`src/rtl/pwm_key_sequencer_pkg.sv`:
```
// Shared helpers for the PWM key front-end.
// get_width(n) is the bit width needed to hold the values 0..n-1.
package pwm_key_sequencer_pkg;

  function automatic int get_width(input int n);
    return (n <= 2) ? 1 : $clog2(n);
  endfunction

endpackage

```
`src/rtl/pwm_key_sequencer_if.sv`:
```
// Button inputs and step/level outputs between the key sequencer and its PWM consumer.
// The sequencer takes the master side; the PWM block (or a bench) takes the slave side.
interface pwm_key_sequencer_if #(
  parameter int W = 4
);
  logic         btn_up_n;
  logic         btn_down_n;
  logic         key_up;
  logic         key_down;
  logic [W-1:0] level;
  logic         sweep_active;

  modport master (
    input  btn_up_n,
    input  btn_down_n,
    output key_up,
    output key_down,
    output level,
    output sweep_active
  );

  modport slave (
    output btn_up_n,
    output btn_down_n,
    input  key_up,
    input  key_down,
    input  level,
    input  sweep_active
  );
endinterface

```
`src/rtl/pwm_key_sequencer_debounce.sv`:
```
// Two-flop synchronizer followed by a counting debouncer for one active-low button.
// The pressed flag flips only after DEBOUNCE_CYC consecutive cycles of disagreement.
module key_debounce
  import pwm_key_sequencer_pkg::*;
#(
  parameter int DEBOUNCE_CYC = 20
) (
  input  logic clk,
  input  logic rst,
  input  logic btn_n,
  output logic pressed
);
  localparam int CW = get_width(DEBOUNCE_CYC);

  logic [1:0]    sync_reg;
  logic [CW-1:0] cnt_reg;
  logic          pressed_reg;

  // Synchronizer stores the pressed sense, so reset means released.
  always_ff @(posedge clk or negedge rst) begin
    if (!rst) begin
      sync_reg    <= '0;
      cnt_reg     <= '0;
      pressed_reg <= 1'b0;
    end else begin
      sync_reg <= {sync_reg[0], ~btn_n};
      if (sync_reg[1] != pressed_reg) begin
        if (cnt_reg == CW'(DEBOUNCE_CYC - 1)) begin
          pressed_reg <= ~pressed_reg;
          cnt_reg     <= '0;
        end else begin
          cnt_reg <= cnt_reg + CW'(1);
        end
      end else begin
        cnt_reg <= '0;
      end
    end
  end

  assign pressed = pressed_reg;
endmodule

```
`src/rtl/pwm_key_sequencer.sv`:
```
// Turns two debounced buttons into single-cycle duty step pulses with auto-repeat
// and a two-key "breathing" sweep, tracking a saturating mirror of the duty level.
module pwm_key_sequencer
  import pwm_key_sequencer_pkg::*;
#(
  parameter int CNT_NUM       = 8,
  parameter int DEBOUNCE_CYC  = 20,
  parameter int REPEAT_DELAY  = 500,
  parameter int REPEAT_PERIOD = 100,
  parameter int SWEEP_PERIOD  = 50
) (
  input  logic clk,
  input  logic rst,
  pwm_key_sequencer_if.master bus
);
  localparam int W      = get_width(CNT_NUM + 1);
  localparam int T_MAX0 = (REPEAT_DELAY > REPEAT_PERIOD) ? REPEAT_DELAY : REPEAT_PERIOD;
  localparam int T_MAX  = (T_MAX0 > SWEEP_PERIOD) ? T_MAX0 : SWEEP_PERIOD;
  localparam int TW     = get_width(T_MAX);

  localparam logic [W-1:0]  LVL_MAX   = W'(CNT_NUM);
  localparam logic [W-1:0]  LVL_INIT  = W'(CNT_NUM / 2);
  localparam logic [TW-1:0] T_DELAY   = TW'(REPEAT_DELAY - 1);
  localparam logic [TW-1:0] T_REPEAT  = TW'(REPEAT_PERIOD - 1);
  localparam logic [TW-1:0] T_SWEEP   = TW'(SWEEP_PERIOD - 1);

  localparam logic [2:0] S_IDLE     = 3'd0;
  localparam logic [2:0] S_HOLD_UP  = 3'd1;
  localparam logic [2:0] S_REP_UP   = 3'd2;
  localparam logic [2:0] S_HOLD_DN  = 3'd3;
  localparam logic [2:0] S_REP_DN   = 3'd4;
  localparam logic [2:0] S_SWEEP_UP = 3'd5;
  localparam logic [2:0] S_SWEEP_DN = 3'd6;
  localparam logic [2:0] S_WAIT_REL = 3'd7;

  logic [1:0] btn_n;
  logic [1:0] pressed;
  logic       up_p;
  logic       dn_p;

  assign btn_n = {bus.btn_down_n, bus.btn_up_n};

  for (genvar gi = 0; gi < 2; gi++) begin : g_deb
    key_debounce #(.DEBOUNCE_CYC(DEBOUNCE_CYC)) u_deb (
      .clk     (clk),
      .rst     (rst),
      .btn_n   (btn_n[gi]),
      .pressed (pressed[gi])
    );
  end

  assign up_p = pressed[0];
  assign dn_p = pressed[1];

  logic [2:0]    state_reg, state_next;
  logic [TW-1:0] timer_reg, timer_next;
  logic [W-1:0]  level_reg, level_next;
  logic          sweep_reg, sweep_next;
  logic          key_up_reg, key_up_next;
  logic          key_down_reg, key_down_next;
  logic          step_up, step_dn;

  always_ff @(posedge clk or negedge rst) begin
    if (!rst) begin
      state_reg    <= S_IDLE;
      timer_reg    <= '0;
      level_reg    <= LVL_INIT;
      sweep_reg    <= 1'b0;
      key_up_reg   <= 1'b0;
      key_down_reg <= 1'b0;
    end else begin
      state_reg    <= state_next;
      timer_reg    <= timer_next;
      level_reg    <= level_next;
      sweep_reg    <= sweep_next;
      key_up_reg   <= key_up_next;
      key_down_reg <= key_down_next;
    end
  end

  always_comb begin
    state_next = state_reg;
    timer_next = timer_reg + TW'(1);
    sweep_next = sweep_reg;
    step_up    = 1'b0;
    step_dn    = 1'b0;

    case (state_reg)
      S_IDLE: begin
        timer_next = '0;
        if (up_p && dn_p) begin
          sweep_next = 1'b1;
          state_next = S_WAIT_REL;
        end else if (up_p) begin
          step_up    = 1'b1;
          state_next = S_HOLD_UP;
        end else if (dn_p) begin
          step_dn    = 1'b1;
          state_next = S_HOLD_DN;
        end
      end
      S_HOLD_UP, S_REP_UP: begin
        if (up_p && dn_p) begin
          sweep_next = 1'b1;
          state_next = S_WAIT_REL;
        end else if (!up_p) begin
          state_next = S_IDLE;
        end else if (timer_reg == ((state_reg == S_HOLD_UP) ? T_DELAY : T_REPEAT)) begin
          step_up    = 1'b1;
          timer_next = '0;
          state_next = S_REP_UP;
        end
      end
      S_HOLD_DN, S_REP_DN: begin
        if (up_p && dn_p) begin
          sweep_next = 1'b1;
          state_next = S_WAIT_REL;
        end else if (!dn_p) begin
          state_next = S_IDLE;
        end else if (timer_reg == ((state_reg == S_HOLD_DN) ? T_DELAY : T_REPEAT)) begin
          step_dn    = 1'b1;
          timer_next = '0;
          state_next = S_REP_DN;
        end
      end
      // Turn around on the step that reaches the end, so the reverse step keeps the period.
      S_SWEEP_UP: begin
        if (up_p || dn_p) begin
          sweep_next = 1'b0;
          state_next = S_WAIT_REL;
        end else if (timer_reg == T_SWEEP) begin
          step_up    = 1'b1;
          timer_next = '0;
          if (level_reg >= LVL_MAX - W'(1)) state_next = S_SWEEP_DN;
        end
      end
      S_SWEEP_DN: begin
        if (up_p || dn_p) begin
          sweep_next = 1'b0;
          state_next = S_WAIT_REL;
        end else if (timer_reg == T_SWEEP) begin
          step_dn    = 1'b1;
          timer_next = '0;
          if (level_reg <= W'(1)) state_next = S_SWEEP_UP;
        end
      end
      S_WAIT_REL: begin
        timer_next = '0;
        if (!up_p && !dn_p) state_next = sweep_reg ? S_SWEEP_UP : S_IDLE;
      end
      default: state_next = S_IDLE;
    endcase

    if (state_next != state_reg) timer_next = '0;

    // Saturated steps are dropped here; the FSM timing above is unaffected.
    key_up_next   = step_up && (level_reg != LVL_MAX);
    key_down_next = step_dn && (level_reg != '0);
    level_next    = level_reg;
    if (key_up_next)   level_next = level_reg + W'(1);
    if (key_down_next) level_next = level_reg - W'(1);
  end

  assign bus.key_up       = key_up_reg;
  assign bus.key_down     = key_down_reg;
  assign bus.level        = level_reg;
  assign bus.sweep_active = sweep_reg;
endmodule

```
`src/flat_wrapper.sv`:
```
// flat-port wrapper written by rule: the top's interface ports become plain ports
module pwm_key_sequencer_flat import pwm_key_sequencer_pkg::*;
#(
  parameter int CNT_NUM       = 8,
  parameter int DEBOUNCE_CYC  = 20,
  parameter int REPEAT_DELAY  = 500,
  parameter int REPEAT_PERIOD = 100,
  parameter int SWEEP_PERIOD  = 50
)
  (clk, rst, bus_btn_up_n, bus_btn_down_n, bus_key_up, bus_key_down, bus_level, bus_sweep_active);
  pwm_key_sequencer_if bus_i ();
  input  logic clk;
  input  logic rst;
  input wire logic [$bits(bus_i.btn_up_n)-1:0] bus_btn_up_n;
  input wire logic [$bits(bus_i.btn_down_n)-1:0] bus_btn_down_n;
  output wire logic [$bits(bus_i.key_up)-1:0] bus_key_up;
  output wire logic [$bits(bus_i.key_down)-1:0] bus_key_down;
  output wire logic [$bits(bus_i.level)-1:0] bus_level;
  output wire logic [$bits(bus_i.sweep_active)-1:0] bus_sweep_active;
  assign bus_i.btn_up_n = bus_btn_up_n;
  assign bus_i.btn_down_n = bus_btn_down_n;
  assign bus_key_up = bus_i.key_up;
  assign bus_key_down = bus_i.key_down;
  assign bus_level = bus_i.level;
  assign bus_sweep_active = bus_i.sweep_active;
  pwm_key_sequencer #(.CNT_NUM(CNT_NUM), .DEBOUNCE_CYC(DEBOUNCE_CYC), .REPEAT_DELAY(REPEAT_DELAY), .REPEAT_PERIOD(REPEAT_PERIOD), .SWEEP_PERIOD(SWEEP_PERIOD)) u_core (.clk(clk), .rst(rst), .bus(bus_i));
endmodule
```
`config.mk`:
```
export PLATFORM = sky130hd
export DESIGN_NAME = pwm_key_sequencer_flat
export DESIGN_NICKNAME = d
export VERILOG_FILES = /design/src/rtl/pwm_key_sequencer_pkg.sv /design/src/rtl/pwm_key_sequencer_if.sv /design/src/rtl/pwm_key_sequencer_debounce.sv /design/src/rtl/pwm_key_sequencer.sv /design/src/flat_wrapper.sv
export SDC_FILE = /design/constraint.sdc
export NUM_CORES = 1
export LEC_CHECK = 0
export ABC_AREA = 1
export CAP_MARGIN = 30
export CORE_MARGIN = 4
export CORE_UTILIZATION = 30
export CTS_BUF_LIST = sky130_fd_sc_hd__clkbuf_16
export DETAILED_ROUTE_END_ITERATION = 8
export GPL_TIMING_DRIVEN = 0
export HOLD_SLACK_MARGIN = 0.03
export PLACE_DENSITY = 0.45
export SYNTH_ARGS = -nofsm -noshare
export SYNTH_HDL_FRONTEND = slang
export SYNTH_HIERARCHICAL = 1
export SYNTH_SLANG_ARGS = --single-unit
```
`constraint.sdc`:
```
create_clock -name clk -period 2.4 [get_ports clk]
set_input_delay 0.36 -clock clk [delete_from_list [all_inputs] [get_ports clk]]
set_output_delay 0.36 -clock clk [all_outputs]
set_load 0.01 [all_outputs]
```
==> results.sh <==
export IMPL_synth_ff_type="dfrtp_1"
export IMPL_cts_sinks=35
export IMPL_holdBufCountCts=0
export IMPL_die_y_um=94.1
export IMPL_route_vias_total=1853
export IMPL_overflow=0
export IMPL_tns_ns=0
export IMPL_crit_required_ns=2.61
export IMPL_ys_seq_elements=35
export IMPL_htree_levels=2
export IMPL_synthTopCellsByCount="89 x nand2_1, 45 x inv_1, 36 x nor2_1"
export IMPL_cts_setup_buffers=0
export IMPL_core_rowCount=31
export IMPL_max_vdd_ir_drop_uv=361
export IMPL_slew_viol_final=0
export IMPL_p_leak_nw=1.34
export IMPL_hp_class="input port to async pin"
export IMPL_skew_ns=0.00467
export IMPL_crit_reg2reg_launch="u_core/bus.level[1]$_DFFE_PN0P_"
export IMPL_cts_clk_slew_worst_paths_ns=0.06
export IMPL_yosysUniqueCellTypes=28
export IMPL_fin_hold_ws_ns=0.156
export IMPL_syn_inst=306
export IMPL_cp_top_family="simple AND/OR/NAND/NOR gates"
export IMPL_multi_input_area_um2=1140
export IMPL_r2r_end="u_core/timer_reg[4]$_DFF_PN0_"
export IMPL_clkLatencyLatePin_ns=0.28
export IMPL_synth_avg_cell_area_um2=7.27
export IMPL_viasPerCell=4.38
export IMPL_wl_per_cell_um=10.6
export IMPL_synthToLayoutAreaGrowth_pct=17.5
export IMPL_ctsResizeCount=0
export IMPL_synth_top_cell_area_share_pct=38.2
export IMPL_r2r_slack_ns=0.42
export IMPL_path_cells="inv_1, ha_1, nor2_1, nor2_1, nand4_1, nand2_1, nand2_1, nor2_1, nand2_1, nand2_1, nand2_1, nand2_2, nand3_4, nor2_1"
export IMPL_async_flop_share_pct=100
export IMPL_worst_setup_path_type="flop to flop"
export IMPL_io_buffers=10
export IMPL_ios=11
export IMPL_rr_worst_depth=14
export IMPL_hold_viol=0
export IMPL_post_place_ws_ns=0.410
export IMPL_place_gp_congestion=0.828
export IMPL_end_kind="flop"
export IMPL_nets=334
export IMPL_ant_nets=0
export IMPL_grt_max_degree=36
export IMPL_syn_area_um2=2230
export IMPL_synthTopCellsByArea="dfrtp_1 38%, nand2_1 15%, inv_1 7.6%"
export IMPL_cap_violations=0
export IMPL_max_slew_worst_pin_slew_ns=0.782
export IMPL_yosys_area_top_type="dfrtp_1"
export IMPL_drc_errors=0
export IMPL_crit_path_max_incr_delay_ns=0.42
export IMPL_clock_root_buffer="clkbuf_16"
export IMPL_largest_reg_flops=10
export IMPL_cp_max_fo=9
export IMPL_hpwl_um=3320
export IMPL_slew_headroom_pct=47.8
export IMPL_diodes=0
export IMPL_grt_pass1_wl_um=8060
export IMPL_worst_path_buf_inv=1
export IMPL_startpoint_type="flop"
export IMPL_fin_cells=423
export IMPL_initial_utilization_pct=30.9
export IMPL_cp_arrival_ns=2.19
export IMPL_first_iter_violations=88
export IMPL_drt_first_pass_iters=4
export IMPL_syn_num_nets=317
export IMPL_core_area_um2=7210
export IMPL_synth_most_common_cell="nand2_1"
export IMPL_cp_slowest_cell="dfrtp_1"
export IMPL_grt_use_total_pct=11.5
export IMPL_yosysSeqAreaShare_pct=39.4
export IMPL_clock_path_buffers=2
export IMPL_timing_fmax_mhz=506
export IMPL_rsz0062_at_grt="no"
export IMPL_cts_tree="done"
export IMPL_dieArea_um2=8860
export IMPL_synth_edf_count=0
export IMPL_nFillCells=798
export IMPL_min_period_over_period_pct=82.4
export IMPL_numCtsBuffers=5
export IMPL_regArea_um2=877
export IMPL_first_global_vias=1751
export IMPL_finalCriticalPeriod_ns=1.98
export IMPL_ys_warn_count=6
export IMPL_antenna_found_initial=0
export IMPL_p_per_area_nw_per_um2=809
export IMPL_drive_gt1_share_pct=11.7
export IMPL_status="completed"
export IMPL_finalWorstSetupSlack_ns=0.423
export IMPL_die_w_um=94.1
export IMPL_finalSetupViolCount=0
export IMPL_dp_cells=415
export IMPL_crit_top_cell="nand2_1"
export IMPL_finalWirelength_um=4490
==> cell usage in the layout, fill, tap and decap left out, types with 2 or more instances in the layout <==
master	count
nor2_1	36
o21ai_1	4
dfrtp_1	34
nand3b_1	2
nand3_1	30
nor3_1	3
buf_6	3
nand4_1	6
nor2_2	4
clkdlybuf4s50_1	9
o211ai_1	2
ha_1	7
nand2_1	89
clkbuf_16	5
nand3_2	5
xor2_1	6
nor2_4	3
a21oi_1	5
xnor2_1	3
inv_1	45
inv_2	2
nand2_2	5
o21ai_0	4
or2_2	2
==> worst max path at each step <==
stage / startpoint / end / slack, ns / cells past startpoint
after global placement: rst / u_core/timer_reg[3]$_DFF_PN0_ / 0.05 / 1
after detailed placement: u_core/bus.level[1]$_DFFE_PN0P_ / u_core/timer_reg[7]$_DFF_PN0_ / 0.41 / 14
after global routing: u_core/bus.level[1]$_DFFE_PN0P_ / u_core/timer_reg[3]$_DFF_PN0_ / 0.14 / 14
after CTS: u_core/bus.level[1]$_DFFE_PN0P_ / u_core/timer_reg[8]$_DFF_PN0_ / 0.40 / 14
final: u_core/bus.level[1]$_DFFE_PN0P_ / u_core/timer_reg[4]$_DFF_PN0_ / 0.42 / 14
after floorplan: u_core/bus.level[0]$_DFFE_PN0P_ / u_core/timer_reg[0]$_DFF_PN0_ / 0.67 / 15
==> area by class of cell <==
type,instances,share of cell area [%]
Multi-Input combinational cell,221,43.5
Sequential cell,35,33.5
Inverter,47,6.74
Clock buffer,5,4.78
Tap cell,99,4.73
Timing Repair Buffer,10,3.63
Clock inverter,3,1.77
Buffer,3,1.29
==> through the flow <==
stage               utilization, %  cell area, um2  power [mW]
floorplan                        -            2230        1.21
global placement              34.0            2450        1.38
detailed placement            33.9            2440        1.38
CTS                           36.3            2620        2.15
global route                  36.3            2620        2.27
finish                        36.3            2620        2.12
==> layer usage <==
metal	GRT usage (%)	routed length, um
met5	0	0
met1	16.1	2340
met3	2.88	122
met4	4.33	61
met2	17.0	1960
==> cells by family (layout without fill, tap and decap cells) <==
group / count (synthesis) / count (layout) / share of synthesized area [%]
AO/OA/AOI/OAI: 19 / 19 / 5.17
XOR/XNOR: 9 / 9 / 3.54
adder cells (fa/ha/maj): 7 / 7 / 3.93
buffers and inverters: 50 / 68 / 9.44
flip-flops: 35 / 35 / 39.4
AND/OR/NAND/NOR: 186 / 186 / 38.5
==> report_power, final <==
part	total, mW	leakage, nW	internal [mW]	switching [mW]
logic	0.698	0.796	0.210	0.488
clock network	0.758	0.0804	0.493	0.265
registers	0.661	0.467	0.631	0.0309
total	2.12	1.34	1.33	0.783
Power figures use the tool's default switching activity.
